`config.mk`:
```
export PLATFORM = sky130hd
export DESIGN_NAME = iram_uart_loader
export DESIGN_NICKNAME = d
export VERILOG_FILES = /design/src/rtl/iram_uart_loader.sv
export SDC_FILE = /design/constraint.sdc
export NUM_CORES = 1
export LEC_CHECK = 0
export CAP_MARGIN = 10
export CELL_PAD_IN_SITES_DETAIL_PLACEMENT = 2
export CELL_PAD_IN_SITES_GLOBAL_PLACEMENT = 2
export CORE_ASPECT_RATIO = 1.75
export CORE_MARGIN = 8
export CORE_UTILIZATION = 39
export CTS_BUF_LIST = sky130_fd_sc_hd__clkbuf_4
export DETAILED_ROUTE_END_ITERATION = 6
export GPL_ROUTABILITY_DRIVEN = 0
export PLACE_DENSITY = 0.8
export SYNTH_ARGS = -nofsm -noshare
export SYNTH_HDL_FRONTEND = slang
export SYNTH_SLANG_ARGS = --single-unit
```
`constraint.sdc`:
```
create_clock -name clk -period 3.1 [get_ports clk]
set_input_delay 0.62 -clock clk [delete_from_list [all_inputs] [get_ports clk]]
set_output_delay 0.62 -clock clk [all_outputs]
set_load 0.05 [all_outputs]
```
`src/rtl/iram_uart_loader.sv`:
```
// iram_uart_loader: receives a length-prefixed byte image over an 8N1 UART
// line, writes it into IRAM, then releases the cores from reset.
// Optional feature macro: LOADER_CHECKSUM_EN adds a trailing mod-256 sum byte
// that must match the data bytes before the cores are released.
module iram_uart_loader #(
  parameter int unsigned CLKS_PER_BIT = 16,
  parameter logic [7:0]  BASE_ADDR    = 8'd0
) (
  input  logic       clk,
  input  logic       rst,
  input  logic       uart_rx,
  output logic [7:0] ram_address,
  output logic [7:0] ram_data,
  output logic       ram_wren,
  output logic       core_rst,
  output logic       busy,
  output logic       done,
  output logic       error
);

  localparam int unsigned CNT_W    = 10;
  localparam int unsigned HALF_BIT = CLKS_PER_BIT / 2;

  typedef enum logic [1:0] {
    RX_IDLE,
    RX_START,
    RX_BITS,
    RX_STOP
  } rx_state_t;

  typedef enum logic [2:0] {
    ST_IDLE,
    ST_LEN,
    ST_DATA,
`ifdef LOADER_CHECKSUM_EN
    ST_CSUM,
`endif
    ST_DONE,
    ST_ERR
  } ld_state_t;

  logic [1:0]       rx_sync;
  logic             rx_s;
  logic             rx_prev;

  rx_state_t        rx_state;
  logic [CNT_W-1:0] rx_cnt;
  logic [2:0]       rx_bit;
  logic [7:0]       rx_shift;
  logic             start_ok;
  logic             byte_valid;
  logic             frame_err;
  logic             rx_en_c;

  ld_state_t        state;
  logic [8:0]       len;
  logic [8:0]       idx;
`ifdef LOADER_CHECKSUM_EN
  logic [7:0]       sum;
`endif

  assign rx_s = rx_sync[1];

  // Receiver stops looking for start bits once the load has finished or failed
  assign rx_en_c = (state != ST_DONE) && (state != ST_ERR);

  // Two-flop synchronizer plus one delayed copy for falling-edge detection
  always_ff @(posedge clk or posedge rst) begin
    if (rst) begin
      rx_sync <= 2'b11;
      rx_prev <= 1'b1;
    end else begin
      rx_sync <= {rx_sync[0], uart_rx};
      rx_prev <= rx_s;
    end
  end

  // 8N1 receiver: mid-bit sampling timed from the detected falling edge
  always_ff @(posedge clk or posedge rst) begin
    if (rst) begin
      rx_state   <= RX_IDLE;
      rx_cnt     <= '0;
      rx_bit     <= '0;
      rx_shift   <= '0;
      start_ok   <= 1'b0;
      byte_valid <= 1'b0;
      frame_err  <= 1'b0;
    end else begin
      start_ok   <= 1'b0;
      byte_valid <= 1'b0;
      frame_err  <= 1'b0;
      case (rx_state)
        RX_IDLE: begin
          if (rx_en_c && rx_prev && !rx_s) begin
            rx_state <= RX_START;
            rx_cnt   <= '0;
          end
        end
        RX_START: begin
          if (rx_cnt == CNT_W'(HALF_BIT - 1)) begin
            rx_cnt <= '0;
            if (!rx_s) begin
              // still low at mid-bit: a genuine start bit
              rx_state <= RX_BITS;
              rx_bit   <= '0;
              start_ok <= 1'b1;
            end else begin
              // line already back high: treat as a glitch
              rx_state <= RX_IDLE;
            end
          end else begin
            rx_cnt <= rx_cnt + CNT_W'(1);
          end
        end
        RX_BITS: begin
          if (rx_cnt == CNT_W'(CLKS_PER_BIT - 1)) begin
            rx_cnt   <= '0;
            rx_shift <= {rx_s, rx_shift[7:1]};
            if (rx_bit == 3'd7) begin
              rx_state <= RX_STOP;
            end else begin
              rx_bit <= rx_bit + 3'd1;
            end
          end else begin
            rx_cnt <= rx_cnt + CNT_W'(1);
          end
        end
        RX_STOP: begin
          if (rx_cnt == CNT_W'(CLKS_PER_BIT - 1)) begin
            rx_cnt   <= '0;
            rx_state <= RX_IDLE;
            if (rx_s) begin
              byte_valid <= 1'b1;
            end else begin
              frame_err <= 1'b1;
            end
          end else begin
            rx_cnt <= rx_cnt + CNT_W'(1);
          end
        end
        default: rx_state <= RX_IDLE;
      endcase
    end
  end

  // Loader FSM with registered IRAM write port and core control outputs
  always_ff @(posedge clk or posedge rst) begin
    if (rst) begin
      state       <= ST_IDLE;
      len         <= '0;
      idx         <= '0;
`ifdef LOADER_CHECKSUM_EN
      sum         <= '0;
`endif
      ram_address <= BASE_ADDR;
      ram_data    <= '0;
      ram_wren    <= 1'b0;
      core_rst    <= 1'b1;
      busy        <= 1'b0;
      done        <= 1'b0;
      error       <= 1'b0;
    end else begin
      ram_wren <= 1'b0;
      case (state)
        ST_IDLE: begin
          if (start_ok) begin
            state <= ST_LEN;
            busy  <= 1'b1;
          end
        end
        ST_LEN: begin
          if (frame_err) begin
            state    <= ST_ERR;
            error    <= 1'b1;
            busy     <= 1'b0;
            core_rst <= 1'b1;
          end else if (byte_valid) begin
            // a length byte of zero encodes a full 256-byte image
            len   <= (rx_shift == 8'd0) ? 9'd256 : {1'b0, rx_shift};
            idx   <= '0;
`ifdef LOADER_CHECKSUM_EN
            sum   <= '0;
`endif
            state <= ST_DATA;
          end
        end
        ST_DATA: begin
          if (frame_err) begin
            state    <= ST_ERR;
            error    <= 1'b1;
            busy     <= 1'b0;
            core_rst <= 1'b1;
          end else if (byte_valid) begin
            ram_wren    <= 1'b1;
            ram_data    <= rx_shift;
            ram_address <= BASE_ADDR + idx[7:0];
            idx         <= idx + 9'd1;
`ifdef LOADER_CHECKSUM_EN
            sum         <= sum + rx_shift;
`endif
          end else if (idx == len) begin
            // leave only after the final write pulse has been issued in DATA
`ifdef LOADER_CHECKSUM_EN
            state    <= ST_CSUM;
`else
            state    <= ST_DONE;
            busy     <= 1'b0;
            done     <= 1'b1;
            core_rst <= 1'b0;
`endif
          end
        end
`ifdef LOADER_CHECKSUM_EN
        ST_CSUM: begin
          if (frame_err) begin
            state    <= ST_ERR;
            error    <= 1'b1;
            busy     <= 1'b0;
            core_rst <= 1'b1;
          end else if (byte_valid) begin
            if (rx_shift == sum) begin
              state    <= ST_DONE;
              busy     <= 1'b0;
              done     <= 1'b1;
              core_rst <= 1'b0;
            end else begin
              state    <= ST_ERR;
              error    <= 1'b1;
              busy     <= 1'b0;
              core_rst <= 1'b1;
            end
          end
        end
`endif
        ST_DONE: begin
          busy     <= 1'b0;
          done     <= 1'b1;
          core_rst <= 1'b0;
        end
        ST_ERR: begin
          busy     <= 1'b0;
          error    <= 1'b1;
          core_rst <= 1'b1;
        end
        default: state <= ST_IDLE;
      endcase
    end
  end

endmodule
```
==> impl_metrics.toml, run 1 <==
[layout]
nets = 382
multi_input_area_um2 = 1580
area_growth_syn_to_layout_pct = 13.7
fin_cells = 498
fill_cells = 1011
drive_gt1_frac = 0.118
final_common_cell = "nand2_1"
final_cell_mix = "nand2_1 (89), dfrtp_1 (67), clkdlybuf4s50_1 (23)"
seq_area_um2 = 1780

[synth]
synthMuxAreaShare = 0.0406
synth_area_um2 = 3480
ys_types = 60
synth.avg_cell_area_um2 = 9.69
synth-edff-count = 0
synth_ff_type = "dfrtp_1"
synthAdderAreaFrac = 0.0144
synth-simple-area-share = 0.250
synth_top_family_by_area = "simple AND/OR/NAND/NOR gates"
syn_inst = 359
synth_compound_area_frac = 0.110
synth-xor-area-share = 0.0378
ys.warnings.count = 0
synth_seq_cells = 71
synthArstFlopShare = 1.00
yosysSeqAreaShare = 0.512
synthesis.nets = 366

[timing]
worst_pin_slew_ns = 0.890
setup_tns_ns = 0
finalClockSkew_ns = 0.0153
slew_violations = 0
setup_viol = 0
fmax_ghz = 0.413
min_period_over_period = 0.781
rsz0062_at_grt = "no"
fin_crit_ns = 2.42
timing_hold_violations_final = 0
slew_headroom = 0.404

[route]
avgViaCountPerCell = 5.49
dr_wl_met2_um = 5540
wl_per_cell_um = 18.8
drtPass1Iterations = 4
met1_length_um = 3370
vias = 2736
route.met3.wl_um = 248
highest_layer = "met4"
first_iter_violations = 94
drc = 0
ant_nets = 0
wirelength_um = 9380

[clocking]
tritoncts = "yes"
cts.clk_slew.worst_paths_ns = 0.11
cts_root_buf = "clkbuf_4"
cts.sinks = 71
post_cts_buffers = 0
htree_levels = 3
cts_buffers = 9
insertion_delay_ns = 0.44
clock_path_buffers = 2
post_cts_resized = 0
ctsHoldBuffers = 0

[critical_path]
crit_required_ns = 2.48
rr_worst_depth = 4
crit_chain = "clkdlybuf4s50_1"
ff2ff_setup_slack_ns = 0.93
cp.arrival_ns = 1.80
cp_slowest_cell = "clkdlybuf4s50_1"
crit_start = "core_rst$_DFFE_PP1P_"
cp.buffers_inverters = 1
cpPeakStageDelay_ns = 0.81
path_delay_family = "buffers and inverters"
crit_path_end_kind = "output pin"
cp_max_fo = 4
rr_startpoint = "state[1]$_DFFE_PP0P_"
cp-start-kind = "register"
regToRegEndpoint = "rx_cnt[6]$_DFFE_PP0P_"
path_class = "register to output pin"

[status]
status = "finished clean"

[die]
core_area_um2 = 8670
die_area_um2 = 12300
rows = 45
ios = 24
start_util = 0.401
die_height_um = 141
die_w_um = 87.4

[grt]
gr-total-overflow = 0
grt_first_pass_wirelength_um = 15500
grt_max_degree = 72
antenna_found_initial = 1
track_usage = 0.166
grt_pass1_vias = 3094

[placement]
hpwl_um = 6870
io_buffers = 23
placed_cells = 481

[power_and_ir_drop]
ir_worst_vdd_v = 0.000283
p_per_area_nw_per_um2 = 552
power_mw = 2.19
p_leak_nw = 1.86

[hold_path]
min_path_type = "register to register"
holdPathEnd = "rx_sync[1]$_DFF_PP1_"
min_from = "rx_sync[0]$_DFF_PP1_"
hold-path-cell-count = 0

[run]
cap_violations = 0
[synth_stat cells (all sizes together), types with 3 or more instances]
master | count | share of area
a21o | 3 | 0.0065
a21oi | 9 | 0.013
a22o | 4 | 0.010
and3 | 7 | 0.013
buf | 7 | 0.011
clkbuf | 14 | 0.015
dfrtp | 67 | 0.48
dfstp | 4 | 0.030
ha | 4 | 0.014
inv | 7 | 0.0076
mux2 | 9 | 0.038
nand2 | 90 | 0.098
nand2b | 5 | 0.0090
nand3 | 12 | 0.017
nand4 | 6 | 0.011
nor2 | 15 | 0.016
nor2b | 6 | 0.011
nor3 | 6 | 0.010
nor3b | 3 | 0.0079
nor4 | 7 | 0.017
o21ai | 14 | 0.020
o31ai | 9 | 0.021
or3 | 3 | 0.0058
xnor2 | 10 | 0.025
xor2 | 5 | 0.013
[stage by stage]
stage / instance area (um^2) / setup slack (ns) / hold slack, ns / util
finish: 3960 / 0.680 / 0.363 / 0.456
global route: 3960 / 0.598 / 0.371 / 0.456
CTS: 3950 / 0.624 / 0.363 / 0.456
detailed placement: 3800 / 0.945 / 0.347 / 0.438
global placement: 3800 / 0.995 / 0.346 / 0.438
floorplan: 3480 / 0.690 / 0.345 / -
[worst max-delay path by stage]
stage / to / cells after the start
2_1_floorplan: asynchronous set/reset pin / 1
5_1_grt: core_rst / 1
3_5_place_dp: rx_cnt[6]$_DFFE_PP0P_ / 4
4_1_cts: core_rst / 1
6_report: core_rst / 1
3_3_place_gp: rx_shift[0]$_DFFE_PP0P_ / 5
[worst register-to-register path: stages (launching register included)]
cell and delay (ns):
dfrtp_1 0.61, and3b_1 0.32, o31ai_2 0.68, o311ai_0 0.30
o21a_1 0.17
[power by group]
group	total (mW)	switching [mW]	internal (mW)
sequential	1.11	0.124	0.988
clock	0.662	0.340	0.321
combinational	0.411	0.240	0.171
[final cells by class]
type                    count  share of cell area
clock buffers               9              0.0171
well taps                 117              0.0370
multi-input cells         259               0.398
flip-flops and latches     71               0.450
diodes                      1            0.000633
repair buffers             26              0.0670
inverters                   8             0.00759
clock inverters             7              0.0221
[state kept, by name (all words and copies together) (netlist names), 2 cells and up, named ones only]
signal / count
rx_cnt: 10
ram_data: 8
ram_address: 8
state: 3
rx_shift: 8
idx: 9
rx_sync: 2
rx_bit: 3
len: 9
[cell families after synthesis]
group / count (synthesis)
AO/OA/AOI/OAI: 55
XOR/XNOR: 15
adder cells (fa/ha/maj): 4
buffers and inverters: 29
flip-flops: 71
multiplexers: 10
AND/OR/NAND/NOR: 175
[per-layer routing]
layer  vias to the layer above  track usage
met1                      1408        0.155
met3                        17       0.0402
met5                         -            0
met4                         0       0.0739
li1                       1285            -
met2                        26        0.319
No activity file was read; power rests on OpenSTA's default activity.
==> run 2, diff against run 1 <==
CORE_UTILIZATION = 35   (was 39)
PLACE_DENSITY = 0.75   (was 0.8)
clock period = 2.2 ns   (was 3.1 ns; I/O delays follow)
==> impl_metrics.toml, run 2 (synthesis results as in run 1) <==
[status]
status = "finished clean"

[layout]
area_growth_syn_to_layout_pct = 17.5
nets = 395
drive_gt1_frac = 0.153
final_common_cell = "nand2_1"
fill_cells = 1081
top_regs = "rx_cnt (10), idx (9), len (9)"
final_cell_mix = "nand2_1 (89), dfrtp_1 (67), clkdlybuf4s50_1 (22)"
regMostFlops = "rx_cnt"
largest_reg_flops = 10

[timing]
slew_violations = 0
fin_crit_ns = 2.10
timing_hold_violations_final = 0
slew_headroom = 0.612
finalClockSkew_ns = 0.0175
setup_tns_ns = 0
fmax_ghz = 0.475
min_period_over_period = 0.956
rsz0062_at_grt = "no"
setup_viol = 0
worst_pin_slew_ns = 0.578
worst_slack_ns = 0.0960

[critical_path]
cp.buffers_inverters = 1
cp.arrival_ns = 1.66
cp_max_fo = 4
cpPeakStageDelay_ns = 0.83
crit_path_end_kind = "output pin"
cp-start-kind = "register"
path_delay_family = "buffers and inverters"
cp_slowest_cell = "clkdlybuf4s50_1"
crit_chain = "clkdlybuf4s50_1"
path_class = "register to output pin"
crit_required_ns = 1.76

[route]
first_iter_violations = 78
avgViaCountPerCell = 5.41
vias = 2809
drtPass1Iterations = 4
wirelength_um = 9910
ant_nets = 0
drc = 0
wl_per_cell_um = 19.1

[clocking]
htree_levels = 3
insertion_delay_ns = 0.44
post_cts_resized = 0
clock_path_buffers = 2
cts.clk_slew.worst_paths_ns = 0.13
cts.sinks = 71
tritoncts = "yes"
post_cts_buffers = 0
cts_buffers = 9
cts_root_buf = "clkbuf_4"
ctsHoldBuffers = 0

[die]
die_area_um2 = 13500
rows = 48
ios = 24
die_w_um = 91.4
die_height_um = 148
core_area_um2 = 9790
start_util = 0.355

[grt]
gr-total-overflow = 0
antenna_found_initial = 1
grt_max_degree = 32
track_usage = 0.159
grt_first_pass_wirelength_um = 16600
grt_pass1_vias = 3251

[power_and_ir_drop]
p_per_area_nw_per_um2 = 772
ir_worst_vdd_v = 0.000466
p_leak_nw = 1.92

[placement]
io_buffers = 23
post-place-ws_ns = 0.0773
hpwl_um = 7490

[hold_path]
min_path_type = "primary input to asynchronous set/reset pin"

[run]
cap_violations = 0
==> run 2: cell type report <==
class                   count  area (um^2)  share of cell area
inverters                   8         33.8             0.00826
clock buffers              10         75.1              0.0184
flip-flops and latches     71         1780               0.436
clock inverters             6         85.1              0.0208
repair buffers             39          373              0.0912
diodes                      1         2.50            0.000612
multi-input cells         259         1580               0.387
well taps                 125          156              0.0383
==> run 2: metal layers <==
| layer | up-vias | track usage | wire length (um) |
|---|---|---|---|
| met3 | 20 | 0.0315 | 223 |
| met4 | 0 | 0.0932 | 352 |
| met5 | - | 0 | 0 |
| li1 | 1302 | - | - |
| met2 | 27 | 0.321 | 5990 |
| met1 | 1460 | 0.135 | 3340 |
==> run 2: report_power, final <==
part           total (mW)  leakage [nW]  internal, mW  switching [mW]
clock network       0.960        0.0840         0.470           0.490
registers            1.53         0.947          1.39           0.137
logic               0.666         0.891         0.279           0.387
total                3.16          1.92          2.14            1.01
==> run 2: worst paths after layout <==
path	startpoint	slack, ns	end	depth (start not counted)
max in group asynchronous	rst	1.28	rx_sync[1]$_DFF_PP1_	3
hold reg to reg	rx_sync[0]$_DFF_PP1_	0.37	rx_sync[1]$_DFF_PP1_	0
setup / recovery	busy$_DFFE_PP0P_	0.1	busy	1
hold / removal	rst	0.37	idx[6]$_DFFE_PP0P_	2
min in group clk	rx_sync[0]$_DFF_PP1_	0.37	rx_sync[1]$_DFF_PP1_	0
setup reg to reg	rx_cnt[1]$_DFFE_PP0P_	0.22	rx_shift[1]$_DFFE_PP0P_	5
==> run 2: stage by stage <==
| stage | utilization | total power [mW] | std cells | hold slack, ns | cell area, um^2 |
|---|---|---|---|---|---|
| floorplan | - | 1.98 | 359 | 0.345 | 3480 |
| global placement | 0.400 | 2.18 | 502 | 0.346 | 3920 |
| detailed placement | 0.400 | 2.22 | 502 | 0.354 | 3920 |
| CTS | 0.417 | 3.20 | 518 | 0.343 | 4080 |
| global route | 0.418 | 3.33 | 519 | 0.376 | 4090 |
| finish | 0.418 | 3.16 | 519 | 0.365 | 4090 |
==> run 2: worst register-to-register path: stages, from the launching register on <==
cell and delay [ns]:
dfrtp_1 0.42, ha_1 0.27, and4bb_2 0.33, nand2_2 0.07
or3_4 0.47, mux2_4 0.32
